===== src/rtl/somador_sequencial_pkg.sv =====
// Shared definitions for the sequential adder/subtractor and the ALU control:
// FSM state encoding and add/subtract mode constants.
package somador_sequencial_pkg;

  typedef enum logic [1:0] {
    IDLE = 2'b00,
    RUN  = 2'b01,
    DONE = 2'b10
  } estado_t;

  localparam logic MODE_ADD = 1'b0;
  localparam logic MODE_SUB = 1'b1;

endpackage


===== src/rtl/somador_digito.sv =====
// DIGIT-bit combinational ripple adder built from a chain of 1-bit full adders.
// The sequential adder reuses one instance of it for every slice.
module somador1bit (
  output logic s,
  output logic cout,
  input  logic a,
  input  logic b,
  input  logic cin
);

  assign s    = a ^ b ^ cin;
  assign cout = (a & b) | (cin & (a ^ b));

endmodule

module somador_digito #(
  parameter int DIGIT = 8
) (
  output logic [DIGIT-1:0] S,
  output logic             Cout,
  input  logic [DIGIT-1:0] A,
  input  logic [DIGIT-1:0] B,
  input  logic             Cin
);

  // c_s[i] is the carry into bit i; c_s[DIGIT] leaves the slice
  logic [DIGIT:0] c_s;

  assign c_s[0] = Cin;

  for (genvar i = 0; i < DIGIT; i++) begin : g_bit
    somador1bit u_bit (
      .s    (S[i]),
      .cout (c_s[i+1]),
      .a    (A[i]),
      .b    (B[i]),
      .cin  (c_s[i])
    );
  end

  assign Cout = c_s[DIGIT];

endmodule


===== src/rtl/somador_sequencial.sv =====
// Multi-cycle adder/subtractor: adds WIDTH-bit operands DIGIT bits per clock
// through a single shared ripple slice, with start/busy/done handshake and
// carry, signed-overflow and zero flags.
module somador_sequencial
  import somador_sequencial_pkg::*;
#(
  parameter int WIDTH = 32,
  parameter int DIGIT = 8
) (
  input  logic             clk,
  input  logic             reset,
  input  logic             start,
  input  logic             sub,
  input  logic [WIDTH-1:0] A,
  input  logic [WIDTH-1:0] B,
  input  logic             Cin,
  output logic             busy,
  output logic             done,
  output logic [WIDTH-1:0] Sum,
  output logic             Cout,
  output logic             Overflow,
  output logic             Zero
);

  localparam int STEPS = WIDTH / DIGIT;
  localparam int CW    = (STEPS > 1) ? $clog2(STEPS) : 1;
  localparam logic [CW-1:0] CNT_LAST = CW'(STEPS - 1);
  localparam logic [CW-1:0] CNT_ONE  = CW'(1);
  localparam logic [CW-1:0] CNT_ZERO = CW'(0);

  estado_t          state_r;
  estado_t          state_next_s;

  // operands captured at start; opb_r already holds ~B when subtracting
  logic [WIDTH-1:0] opa_r;
  logic [WIDTH-1:0] opb_r;
  logic             carry_r;
  logic             msba_r;
  logic             msbb_r;
  logic [CW-1:0]    cnt_r;

  logic [DIGIT-1:0] slice_a_s;
  logic [DIGIT-1:0] slice_b_s;
  logic [DIGIT-1:0] slice_sum_s;
  logic             slice_cout_s;
  logic [WIDTH-1:0] sum_next_s;
  logic             last_s;

  assign slice_a_s = opa_r[cnt_r*DIGIT +: DIGIT];
  assign slice_b_s = opb_r[cnt_r*DIGIT +: DIGIT];
  assign last_s    = (cnt_r == CNT_LAST);

  somador_digito #(
    .DIGIT (DIGIT)
  ) u_digito (
    .S    (slice_sum_s),
    .Cout (slice_cout_s),
    .A    (slice_a_s),
    .B    (slice_b_s),
    .Cin  (carry_r)
  );

  // Sum with the current slice merged in; on the last step this is the final result
  always_comb begin
    sum_next_s = Sum;
    sum_next_s[cnt_r*DIGIT +: DIGIT] = slice_sum_s;
  end

  // State register
  always_ff @(posedge clk) begin
    if (reset) begin
      state_r <= IDLE;
    end else begin
      state_r <= state_next_s;
    end
  end

  // Next-state logic: accept start only in IDLE, leave RUN after the last slice
  always_comb begin
    state_next_s = state_r;
    case (state_r)
      IDLE: begin
        if (start) begin
          state_next_s = RUN;
        end else begin
          state_next_s = IDLE;
        end
      end
      RUN: begin
        if (last_s) begin
          state_next_s = DONE;
        end else begin
          state_next_s = RUN;
        end
      end
      DONE: begin
        state_next_s = IDLE;
      end
      default: begin
        state_next_s = IDLE;
      end
    endcase
  end

  // Datapath and registered outputs: capture operands, add one slice per RUN edge,
  // publish flags and the done pulse on entry to DONE
  always_ff @(posedge clk) begin
    if (reset) begin
      busy     <= 1'b0;
      done     <= 1'b0;
      Sum      <= {WIDTH{1'b0}};
      Cout     <= 1'b0;
      Overflow <= 1'b0;
      Zero     <= 1'b0;
      opa_r    <= {WIDTH{1'b0}};
      opb_r    <= {WIDTH{1'b0}};
      carry_r  <= 1'b0;
      msba_r   <= 1'b0;
      msbb_r   <= 1'b0;
      cnt_r    <= CNT_ZERO;
    end else begin
      case (state_r)
        IDLE: begin
          done <= 1'b0;
          if (start) begin
            busy    <= 1'b1;
            opa_r   <= A;
            opb_r   <= (sub == MODE_SUB) ? ~B : B;
            carry_r <= (sub == MODE_SUB) ? 1'b1 : Cin;
            msba_r  <= A[WIDTH-1];
            msbb_r  <= (sub == MODE_SUB) ? ~B[WIDTH-1] : B[WIDTH-1];
            cnt_r   <= CNT_ZERO;
          end else begin
            busy <= 1'b0;
          end
        end
        RUN: begin
          Sum     <= sum_next_s;
          carry_r <= slice_cout_s;
          cnt_r   <= cnt_r + CNT_ONE;
          if (last_s) begin
            busy     <= 1'b0;
            done     <= 1'b1;
            Cout     <= slice_cout_s;
            Overflow <= (msba_r == msbb_r) && (sum_next_s[WIDTH-1] != msba_r);
            Zero     <= (sum_next_s == {WIDTH{1'b0}});
          end else begin
            busy <= 1'b1;
          end
        end
        DONE: begin
          busy <= 1'b0;
          done <= 1'b0;
        end
        default: begin
          busy <= 1'b0;
          done <= 1'b0;
        end
      endcase
    end
  end

endmodule


===== config.mk =====
export PLATFORM = sky130hd
export DESIGN_NAME = somador_sequencial
export DESIGN_NICKNAME = d
export VERILOG_FILES = /design/src/rtl/somador_sequencial_pkg.sv /design/src/rtl/somador_digito.sv /design/src/rtl/somador_sequencial.sv
export SDC_FILE = /design/constraint.sdc
export NUM_CORES = 1
export LEC_CHECK = 0
export CORE_MARGIN = 2
export CORE_UTILIZATION = 60
export DETAILED_ROUTE_END_ITERATION = 12
export DONT_BUFFER_PORTS = 1
export GPL_TIMING_DRIVEN = 1
export PLACE_DENSITY = 0.76
export SLEW_MARGIN = 20
export SYNTH_ARGS = -nofsm -noshare
export SYNTH_HDL_FRONTEND = slang
export SYNTH_SLANG_ARGS = --single-unit

===== constraint.sdc =====
create_clock -name clk -period 8.03 [get_ports clk]
set_input_delay 1.2045 -clock clk [delete_from_list [all_inputs] [get_ports clk]]
set_output_delay 1.2045 -clock clk [all_outputs]
set_load 0.05 [all_outputs]

==> metrics.txt, run 1 <==
share of layout cells above drive strength 1=around 7.5%; Most used DFF post-synth=dfxtp_1; Netlist cell types=36; DRC viols=0; Initial Util=60.9%; Die ar.=0.00896 mm2; Iteration-0 DRC Markers=232; Final Wtd Congestion=0.945; Setup Fix Bufs, Post-CTS=0; Fin. Hold Viols=0; Critical Path Fanout Max=16; Post-CTS Hold Buffers=0; Sw Ratio=29.6%; sequential area share after synthesis=roughly 43%; # IOs=between 100 and 150; Static Leakage=around 1.8 nW; Detail Placement HPWL=8.22 mm; Startpoint Class=register; Sequential Power Share=about 53%; clock root buffer=clkbuf_8; clk_lat worst skew=about 370 ps; worst hold endpoint=opa_r[7]; Avg Inst Size Synth=8.71 um2; Synthesized Nets=649; Clock Sinks=~110; R2R Setup Slk=2260 ps; Worst Hold Path Cells=2; Sw Pwr=about 0.34 mW; RR Startpoint=cnt_r[0]; WL/cell=approximately 18 um; # Max-Cap Violations=0; CP required=between 8000 and 9000 ps; number of buffers added on ports=0; GR Util All Layers=about a quarter; internal cell power=0.806 mW; fillers=~730; fin crit share=71.9%; Vias=between 3,000 and 4,000; RSZ-0062 raised after global routing=false; n_diodes=0; Die H=94.6 um; antenna viol nets, final=0; worst r2r dst=Zero; crit path time final=between 5000 and 6000 ps; post-synthesis register bit count=roughly 110; First-pass DRT Iterations=5; Clk pwr share=a little under a third; largest net degree at the start of global routing=107; global route total overflow=0; WP data arrival=6100 ps; TNS Setup=0 ps; area delta synth->final=4.49%; Longest Clk Path Bufs=2; core area=around 0.0081 mm2; R2R cell count=19; Die Wd=between 90 and 100 um; count leader, synth=dfxtp_1; CP Capture Type=register; synthesized instance count=566; Yosys top cell area share=42.6%; vias per cell=6.07; yosys warns=0; power density over the cells=222 mW/mm2; Clock Skew=12.8 ps; Post-Syn Area=0.00493 mm2; DRT Wirelength=11.6 mm; row count=33; total power=1.14 mW; Area contributors post-synth=dfxtp_1 43%, mux4_2 7.3%, nor2_1 6.6%; vias in the first global route=approximately 3,600; first-pass GRT wire length=approximately 18 mm; crit path kind=reg2reg; outcome=finished clean; CTS tree=built; VDD IR-drop max=0.101 mV; initial antenna violation count=0; Slew Limit Headroom=between 30% and 40%; Setup violations, final=0; max-slew violations=0; H-tree level count=3; Hold Crit Class=reg2reg; commonest cells in the synthesized netlist=105 x dfxtp_1, 87 x nor2_1, 79 x nand2_1; Slew @ Worst Pin=999 ps; Post-synth EDFFs=0; Comb pwr share=between 10% and 20%; Nets=623; Worst Min Path Start=opa_r[7]; post-synthesis async set-or-reset flop share=0%; largest area contributor in the netlist=dfxtp_1; cts repair resizes=0; fmax=0.173 GHz; Reg clk slew, reported paths=around 100 ps; total CTS buffers=9
## how the worst max path moves through the flow
stage,startpoint,end,slack [ps],depth (start not counted)
finish,cnt_r[0],Zero,2260,19
global route,cnt_r[0],Zero,1980,19
CTS,cnt_r[0],Zero,2320,19
detailed placement,cnt_r[0],Zero,2360,19
global placement,cnt_r[0],Zero,2580,19
floorplan,cnt_r[1],Zero,2620,20
## worst max-delay path: stages (launching register included)
cell and delay (ps):
dfxtp_1 730, buf_4 340, mux4_2 210, inv_1 50, fa_1 380, fa_1 390
fa_1 400, fa_1 390, fa_1 380, inv_1 80, fa_1 170, inv_1 60
fa_1 360, inv_1 80, fa_1 500, nand4b_1 290, nor3_1 230, o221ai_1 150
nor4_1 370, a32o_2 170
## state kept, by name (all words and copies together), names as in the netlist
name / count
opa_r: 32
Zero: 1
Overflow: 1
Sum: 32
done: 1
opb_r: 32
state_r: 2
carry_r: 1
Cout: 1
cnt_r: 2
## layer usage
| metal | track usage, % | wire (um) | vias to the layer above | part of all wire (%) |
|---|---|---|---|---|
| met5 | 0 | 0 | - | 0 |
| met4 | 10.3 | 289 | 0 | 2.5 |
| met3 | 5.11 | 885 | 33 | 7.6 |
| met2 | 42.3 | 5580 | 181 | 48 |
| met1 | 34.5 | 4870 | 1843 | 42 |
| li1 | - | - | 1890 | - |
## per-stage QoR
step	setup WS (ps)	util (%)	area [um2]	std cells	hold WS (ps)
floorplan	2620	-	4930	566	433
global placement	2580	60.9	4930	634	435
detailed placement	2360	60.9	4930	634	443
CTS	2320	63.7	5150	650	459
global route	1980	63.7	5150	650	468
finish	2260	63.7	5150	650	465
## cells in the final DEF, fill, tap and decap left out, drive strengths merged
cell and instances:
nand4 6, nand3 4, nand3b 1, nor3 8
a32oi 2, o21bai 1, fa 8, and3 1
o2111ai 2, ha 6, bufinv 2, o221ai 1
nor2 87, and2 2, dfxtp 105, a31oi 10
clkinvlp 3, or4 3, xnor2 32, a22oi 7
nor3b 1, a32o 1, and4bb 1, buf 4
mux4 16, nor2b 14, nand2 79, clkbuf 10
a211oi 42, nand2b 2, nor4 2, a21oi 53
o21ai 3, nand4b 1, inv 24, a2111oi 1
## power groups by stage
| stage | combinational [mW] | clock, mW | sequential, mW |
|---|---|---|---|
| after detailed placement | 0.180 | 0 | 0.613 |
| after CTS | 0.181 | 0.363 | 0.601 |
| after global placement | 0.176 | 0 | 0.611 |
| after global routing | 0.200 | 0.381 | 0.605 |
| final | 0.184 | 0.359 | 0.601 |
| after floorplan | 0.153 | 0 | 0.601 |
## area by class of cell
cell class | count | area, um2 | share of cell area [%]
timing repair buffer | 4 | 30.0 | 0.583
inverter | 23 | 86.3 | 1.68
sequential | 105 | 2100 | 40.8
clock inverter | 6 | 91.3 | 1.77
multi-input combinational | 397 | 2580 | 50.1
tap | 105 | 131 | 2.55
clock buffer | 10 | 128 | 2.48
## kinds of logic (layout without fill, tap and decap cells)
kind of cell | Yosys count | count (layout) | synth area share (%)
XOR/XNOR | 32 | 32 | 5.69
multiplexers | 16 | 16 | 7.31
flip-flops | 105 | 105 | 42.6
adder cells (fa/ha/maj) | 14 | 14 | 4.77
buffers and inverters | 64 | 43 | 5.05
AO/OA/AOI/OAI | 123 | 123 | 16.0
AND/OR/NAND/NOR | 212 | 212 | 18.6
Note: power is estimated with default switching activity, not from simulation.
==> inputs of run 2 (changes only) <==
==> constraint.sdc (replaced) <==
create_clock -name clk -period 5.9 [get_ports clk]
set_input_delay 0.885 -clock clk [delete_from_list [all_inputs] [get_ports clk]]
set_output_delay 0.885 -clock clk [all_outputs]
set_load 0.05 [all_outputs]
==> run 2 against run 1 <==
Effect of this change:
- maximum frequency rose by 8.3%
- routed wire length fell by 0.21%
- non-clock buffer count did not move
- sequential power rose by 36%
- critical path type unchanged
- highest routed layer unchanged
==> metrics.txt, run 2 (synthesized netlist as in run 1, its figures left out) <==
outcome=finished clean; # IOs=106; Nets=623; R2R Setup Slk=570 ps; power density over the cells=303 mW/mm2; Final Wtd Congestion=0.956; VDD IR-drop max=0.181 mV; largest net degree at the start of global routing=107; Worst path slowest cell=dfxtp_1; Worst Hold Path Cells=2; Iteration-0 DRC Markers=245; Startpoint Class=register; worst hold endpoint=opa_r[7]; Clock Skew=14.2 ps; Vias=3,858; share of layout cells above drive strength 1=roughly 7.5%; total power=1.57 mW; fmax=0.188 GHz; Reg clk slew, reported paths=90 ps; DRT Wirelength=around 12 mm; n_diodes=0; CTS tree=built; fin crit share=90.3%; Static Leakage=between 1.5 and 2 nW; most frequent cells in the layout=105 x dfxtp_1, 87 x nor2_1, 79 x nand2_1; Worst Min Path Start=opa_r[7]; first-pass GRT wire length=around 18 mm; Clock Sinks=105; number of buffers added on ports=0; Slew @ Worst Pin=1040 ps; Die H=94.6 um; Die ar.=between 0.008 and 0.009 mm2; hold_ws=461 ps; row count=33; WL/cell=approximately 18 um; vias in the first global route=3,623; fin area=approximately 0.0052 mm2; core area=~0.0081 mm2; First-pass DRT Iterations=5; worst r2r dst=Zero; Largest regs=Sum: 32 flops, opa_r: 32 flops, opb_r: 32 flops; critical path's largest stage delay=just over 600 ps; Post-CTS Hold Buffers=0; # Max-Cap Violations=0; commonest non-fill, non-tap cell in the layout=dfxtp_1; Setup Fix Bufs, Post-CTS=0; RR Startpoint=cnt_r[0]; area delta synth->final=4.67%; CP required=just over 6000 ps; Setup violations, final=0; Fin. Hold Viols=0; most frequent CP cell=fa_1; max-slew violations=0; Detail Placement HPWL=8.23 mm; vias per cell=5.94; CP Capture Type=register; global route total overflow=0; crit path kind=reg2reg; initial antenna violation count=0; clock root buffer=clkbuf_8; antenna viol nets, final=0; TNS Setup=0 ps; fillers=687; total CTS buffers=9; Critical Path Fanout Max=13; GR Util All Layers=26.2%; R2R cell count=18; Placement Cell Area=0.00493 mm2; crit path time final=~5300 ps; worst-path cell chain=mux4_2 > inv_1 > fa_1 > fa_1 > fa_1 > fa_1 > fa_1 > inv_1 > fa_1 > inv_1 > fa_1 > inv_1 > fa_1 > nand4b_1 > nor3_1 > o221ai_1 > nor4_1 > a32o_2; RSZ-0062 raised after global routing=false; Longest Clk Path Bufs=2; DRC viols=0; cts repair resizes=0; Die Wd=~95 um; clk_lat worst skew=380 ps; WP data arrival=5650 ps; Hold Crit Class=reg2reg; H-tree level count=3; Initial Util=60.9%; Slew Limit Headroom=30.4%
run 2: cell count changes in the layout (fill, tap and decap cells not counted):
cell        before  now
clkinvlp_4       3    0
clkinv_4         0    1
clkbuf_8         9   10
inv_6            1    2
run 2: metal layers:
| metal | wire [um] | vias to the layer above | GRT usage [%] |
|---|---|---|---|
| met5 | 0 | - | 0 |
| met4 | 214 | 0 | 9.78 |
| met3 | 834 | 19 | 5.51 |
| met2 | 5660 | 140 | 43.6 |
| met1 | 4890 | 1807 | 33.5 |
| li1 | - | 1892 | - |
run 2: worst max-delay path, delay by kind of cell, from the launching register on:
kind                     cells  cell delay [ps]
flip-flops                   1              610
multiplexers                 1              310
AND/OR/NAND/NOR              3              800
AO/OA/AOI/OAI                2              300
buffers and inverters        4              260
adder cells (fa/ha/maj)      8             3010
run 2: worst max-delay path by stage:
stage	startpoint	endpoint	slack, ps	cells after the start
after floorplan	cnt_r[1]	Zero	490	20
after global placement	cnt_r[0]	Zero	820	18
after detailed placement	cnt_r[0]	Zero	650	18
after CTS	cnt_r[0]	Zero	610	18
after global routing	cnt_r[0]	Zero	370	18
final	cnt_r[0]	Zero	570	18
run 2: cell type report:
| class | count | area [um2] | area share (%) |
|---|---|---|---|
| timing repair buffer | 4 | 30.0 | 0.582 |
| clock inverter | 5 | 86.3 | 1.67 |
| sequential | 105 | 2100 | 40.7 |
| inverter | 23 | 86.3 | 1.67 |
| tap | 105 | 131 | 2.55 |
| multi-input combinational | 397 | 2580 | 50.0 |
| clock buffer | 11 | 141 | 2.74 |
run 2: metrics by stage:
stage | instances | util [%] | setup slack (ps)
after floorplan | 566 | - | 492
after global placement | 634 | 60.9 | 819
after detailed placement | 634 | 60.9 | 655
after CTS | 650 | 63.8 | 613
after global routing | 650 | 63.8 | 369
final | 650 | 63.8 | 570
run 2: power breakdown:
part	switching, mW	internal (mW)	total, mW
Combinational	0.144	0.103	0.247
Clock	0.246	0.255	0.501
Sequential	0.0642	0.753	0.817
Total	0.455	1.11	1.57
==> inputs of run 3 (changes only) <==
--- a/config.mk
+++ b/config.mk
@@ -11,7 +11,6 @@
 export DONT_BUFFER_PORTS = 1
 export GPL_TIMING_DRIVEN = 1
 export PLACE_DENSITY = 0.76
-export SLEW_MARGIN = 20
 export SYNTH_ARGS = -nofsm -noshare
 export SYNTH_HDL_FRONTEND = slang
 export SYNTH_SLANG_ARGS = --single-unit
==> results of run 3 <==
Final layout, timing and power as in run 2 (identical DEF).
==> variant 1, RTL diff (flow settings as in run 3) <==
Add an input register stage for `start`, `sub`, `A`, `B` and `Cin`, with the module's reset; this delays them by one clock.
--- a/src/rtl/somador_sequencial.sv
+++ b/src/rtl/somador_sequencial.sv
@@ -29,2 +29,24 @@
   localparam logic [CW-1:0] CNT_ZERO = CW'(0);
+
+  logic start_q;
+  logic sub_q;
+  logic [WIDTH-1:0] A_q;
+  logic [WIDTH-1:0] B_q;
+  logic Cin_q;
+
+  always_ff @(posedge clk) begin
+    if (reset) begin
+      start_q <= '0;
+      sub_q   <= '0;
+      A_q     <= '0;
+      B_q     <= '0;
+      Cin_q   <= '0;
+    end else begin
+      start_q <= start;
+      sub_q   <= sub;
+      A_q     <= A;
+      B_q     <= B;
+      Cin_q   <= Cin;
+    end
+  end
 
@@ -82,3 +104,3 @@
       IDLE: begin
-        if (start) begin
+        if (start_q) begin
           state_next_s = RUN;
@@ -124,9 +146,9 @@
           done <= 1'b0;
-          if (start) begin
+          if (start_q) begin
             busy    <= 1'b1;
-            opa_r   <= A;
-            opb_r   <= (sub == MODE_SUB) ? ~B : B;
-            carry_r <= (sub == MODE_SUB) ? 1'b1 : Cin;
-            msba_r  <= A[WIDTH-1];
-            msbb_r  <= (sub == MODE_SUB) ? ~B[WIDTH-1] : B[WIDTH-1];
+            opa_r   <= A_q;
+            opb_r   <= (sub_q == MODE_SUB) ? ~B_q : B_q;
+            carry_r <= (sub_q == MODE_SUB) ? 1'b1 : Cin_q;
+            msba_r  <= A_q[WIDTH-1];
+            msbb_r  <= (sub_q == MODE_SUB) ? ~B_q[WIDTH-1] : B_q[WIDTH-1];
             cnt_r   <= CNT_ZERO;
Behaviour: not the same (a bounded check fails within 4 cycles, from zero or initial values and one cycle with reset high).
==> variant 1 against run 3 <==
- power is 66% higher
- sequential cell count increased by 67
- via count grew 22%
- wire length increased by 21%
- cell area up 44%
- synthesized area increased by 38%
- worst setup slack got worse by 0.072 ns
==> variant 1: results (changes against run 3) <==
| Metric | Value |
|---|---|
| Met2 WL | 6720 µm (+19%) |
| Pre-CTS setup slack | 0.530 ns (-0.125 ns) |
| Static leakage | 2.63 nW (+44%) |
| Placed Cells | 803 (+27%) |
| Synth cell types | 43 (+19%) |
| Commonest cells in the netlist | dfxtp_1 (172), nor2b_1 (85), nor2_1 (83), nand2_1 (80), a211oi_1 (47) |
| Cts bufs inserted | 17 (+8) |
| Slowest stage delay, CP | 0.51 ns (-0.10 ns) |
| Met3 GRT Util | 6.92% (+1.4 points) |
| Worst-path fanout max | 8 (-5) |
| Worst Hold Launch | A_q[23] |
| DP HPWL | 9660 µm (+17%) |
| Hold Slack | 0.437 ns (-0.0242 ns) |
| Status | completed |
| Vias in the first global route | 4388 (+21%) |
| Htree depth | 4 (+1) |
| DR pass1 iterations | 4 (-1) |
| Gr usage total | 22.7% (-3.5 points) |
| Sequential fraction of the synthesis area | 50.6% (+7.9 points) |
| Fin crit period | 5.40 ns (+0.0720 ns) |
| Area after DPL | 6830 µm² (+39%) |
| Final WL | 14100 µm (+21%) |
| Post-synth net total | 789 (+22%) |
| Multiplexer area fraction after synthesis | 5.68% (-1.6 points) |
| R2r setup slk | 0.50 ns (-0.07 ns) |
| Syn_area_per_cell | 9.64 µm² (+11%) |
| Post_cts resized | 0 (unchanged) |
| DR vias/cell | 5.62 (-5.4%) |
| WL/cell | 16.8 µm (-5.7%) |
| DR iter-0 viols | 353 (+44%) |
| Top cells by area, synth | dfxtp_1 (51%), nor2b_1 (7.8%), a211oi_1 (5.2%), nor2_1 (4.6%), nand2_1 (4.4%) |
| Compound-Gate Fraction of Synth Area | 12.3% (-3.7 points) |
| Maximum VDD drop | 0.208 mV (+15%) |
| Met1 usage | 29.0% (-4.5 points) |
| Routed wl met3 | 920 µm (+10%) |
| Final Skew | 0.0107 ns (-0.00351 ns) |
| Wire length of the first global-routing pass | 22200 µm (+24%) |
| Routed met1 length | 6170 µm (+26%) |
| Clock Tree Root | clkbuf_16 |
| Share of layout cells above drive strength 1 | 7.91% (+0.39 points) |
| Clock-pin slew on the worst setup and hold paths | 0.07 ns (-0.02 ns) |
| Nets | 765 (+23%) |
| Synthesized-area fraction occupied by adder cells | 3.46% (-1.3 points) |
| Largest net degree at the start of global routing | 174 (+63%) |
| RePlAce Congestion | 0.875 (-8.5%) |
| Met2 Use GR | 36.7% (-6.9 points) |
| Skew-Pair Late Insertion Delay | 0.42 ns (+0.04 ns) |
| Worst reg-to-reg path cell count | 19 (+1) |
| Rel. slew slack | 26.9% (-3.5 points) |
| Worst EP arrival | 5.74 ns (+0.09 ns) |
| Hold Path Sink | opa_r[23] |
| Slowest CP cell | or4_1 |
| XOR/XNOR share of the synthesized area | 4.12% (-1.6 points) |
[variant 1: changes by cell type after synthesis, sizes merged, moves of 6 or more]
cell     delta
nor2b      +72
a21oi       -7
a22oi       -6
dfxtp      +67
a31oi       +7
a2bb2oi     +6
[variant 1: cell type report]
class / instances / area [µm²]
Inverter: 19 / 71.3
Tap cell: 140 / 175
Sequential cell: 172 / 3440
Timing Repair Buffer: 7 / 52.6
Clock inverter: 12 / 135
Multi-Input combinational cell: 465 / 3090
Clock buffer: 20 / 447
Fill cell: 822 / 3520
[variant 1: cell families (layout without fill, tap and decap cells)]
logic type | count (synthesis) | after routing
AO/OA/AOI/OAI | 126 | 126
XOR/XNOR | 32 | 32
adder cells (fa/ha/maj) | 14 | 14
buffers and inverters | 69 | 58
flip-flops | 172 | 172
multiplexers | 16 | 16
AND/OR/NAND/NOR | 277 | 277
[variant 1: power by group]
group          internal (mW)  total, mW  switching, mW
clock network          0.639       1.09          0.447
registers               1.22       1.29         0.0748
logic                 0.0986      0.214          0.115
==> variant 2, RTL diff (config.mk and constraints of run 3) <==
Without the edit above. `DIGIT` is set to 8 in 2 places; all go to 16.
--- a/src/rtl/somador_digito.sv
+++ b/src/rtl/somador_digito.sv
@@ -16,3 +16,3 @@
 module somador_digito #(
-  parameter int DIGIT = 8
+  parameter int DIGIT = 16
 ) (
--- a/src/rtl/somador_sequencial.sv
+++ b/src/rtl/somador_sequencial.sv
@@ -7,3 +7,3 @@
   parameter int WIDTH = 32,
-  parameter int DIGIT = 8
+  parameter int DIGIT = 16
 ) (
Function: changed (Yosys sat finds a counterexample within 4 cycles, from zero or initial values and one cycle with reset high).
==> variant 2 against run 3 <==
- the run now ends with negative setup slack left
- synthesized area shrank 5.4%
- cell area shrank 4.0%
- power shrank 1.9%
- sequential power grew 2%
- die area shrank 5.1%
- sequential share of layout area grew 1.4 points
- count of clock-buffer cells in the layout shrank 2
- first-iteration DRC count shrank 30%
- worst setup slack lost 1.7 ns
- combinational power grew 12%
- sequential cell count shrank 1
- wire length shrank 12%
- highest routed layer unchanged
==> variant 2: results (changes against run 3) <==
| Metric | Value |
|---|---|
| Seq/total area | 42.1% (+1.4 points) |
| Final WL | 10200 µm (-12%) |
| P_clk | 0.428 mW (-15%) |
| Largest net degree at the start of global routing | 106 (-0.93%) |
| Maximum VDD drop | 0.152 mV (-16%) |
| Final setup margin | -1.10 ns (-1.67 ns) |
| DR vias/cell | 5.73 (-3.5%) |
| Top cells by area, synth | dfxtp_1 (45%), nand2_1 (9.7%), fa_1 (6.9%), a21oi_1 (6.5%), a211oi_1 (6.3%) |
| RePlAce Congestion | 0.806 (-16%) |
| Finished Cell Area | 4950 µm² (-4.0%) |
| Failing checks | negative setup slack |
| Wire length of the first global-routing pass | 16000 µm (-11%) |
| Bufs w/o clock | 9 (+5) |
| ClkCell Share | 3.76% (-0.65 points) |
| Worst r2r dst | Overflow |
| Final Skew | 0.0143 ns (+0.000107 ns) |
| Reg power frac | 54.1% (+1.9 points) |
| DP HPWL | 7130 µm (-13%) |
| DR pass1 iterations | 4 (-1) |
| Multi-In Gates | 372 (-6.3%) |
| Compound-Gate Fraction of Synth Area | 13.7% (-2.3 points) |
| Clock buffer cells | 9 (-2) |
| Post-synth net total | 607 (-6.5%) |
| # fillers | 670 (-2.5%) |
| Vias in the first global route | 3277 (-9.6%) |
| Synthesized-area fraction occupied by adder cells | 6.87% (+2.1 points) |
| Slowest CP cell | fa_1 |
| Final Setup Violations | 9 (+9) |
| Post_cts resized | 2 (+2) |
| Static leakage | 1.72 nW (-6.0%) |
| DR iter-0 viols | 171 (-30%) |
| Status | complete, but fails checks |
| Gr usage total | 24.3% (-1.9 points) |
| Area after DPL | 4700 µm² (-4.7%) |
| Hold Path Sink | opa_r[23] |
variant 2: worst max path at each step:
stage	end	slack, ns	depth (start not counted)
detailed placement	Overflow	-1.09	25
global route	Overflow	-1.30	25
CTS	Overflow	-1.06	25
global placement	Overflow	-0.99	25
finish	Overflow	-1.10	25
floorplan	Overflow	-1.15	27
variant 2: stage by stage:
stage / utilization, % / setup slack, ns / cells / setup TNS [ns] / hold slack (ns)
after floorplan: - / -1.15 / 522 / -4.28 / 0.433
after global placement: 61.4 / -0.992 / 591 / -3.86 / 0.435
after detailed placement: 61.4 / -1.09 / 591 / -4.45 / 0.437
after CTS: 64.0 / -1.06 / 607 / -4.58 / 0.451
after global routing: 64.8 / -1.30 / 608 / -6.74 / 0.475
final: 64.8 / -1.10 / 608 / -5.06 / 0.459
variant 2: routing by layer:
layer	track usage, %	share of wire, %	vias to the layer above
met3	5.67	6.4	20
li1	-	-	1704
met1	31.0	42	1644
met5	0	0	-
met4	9.95	2.5	0
met2	39.7	49	114
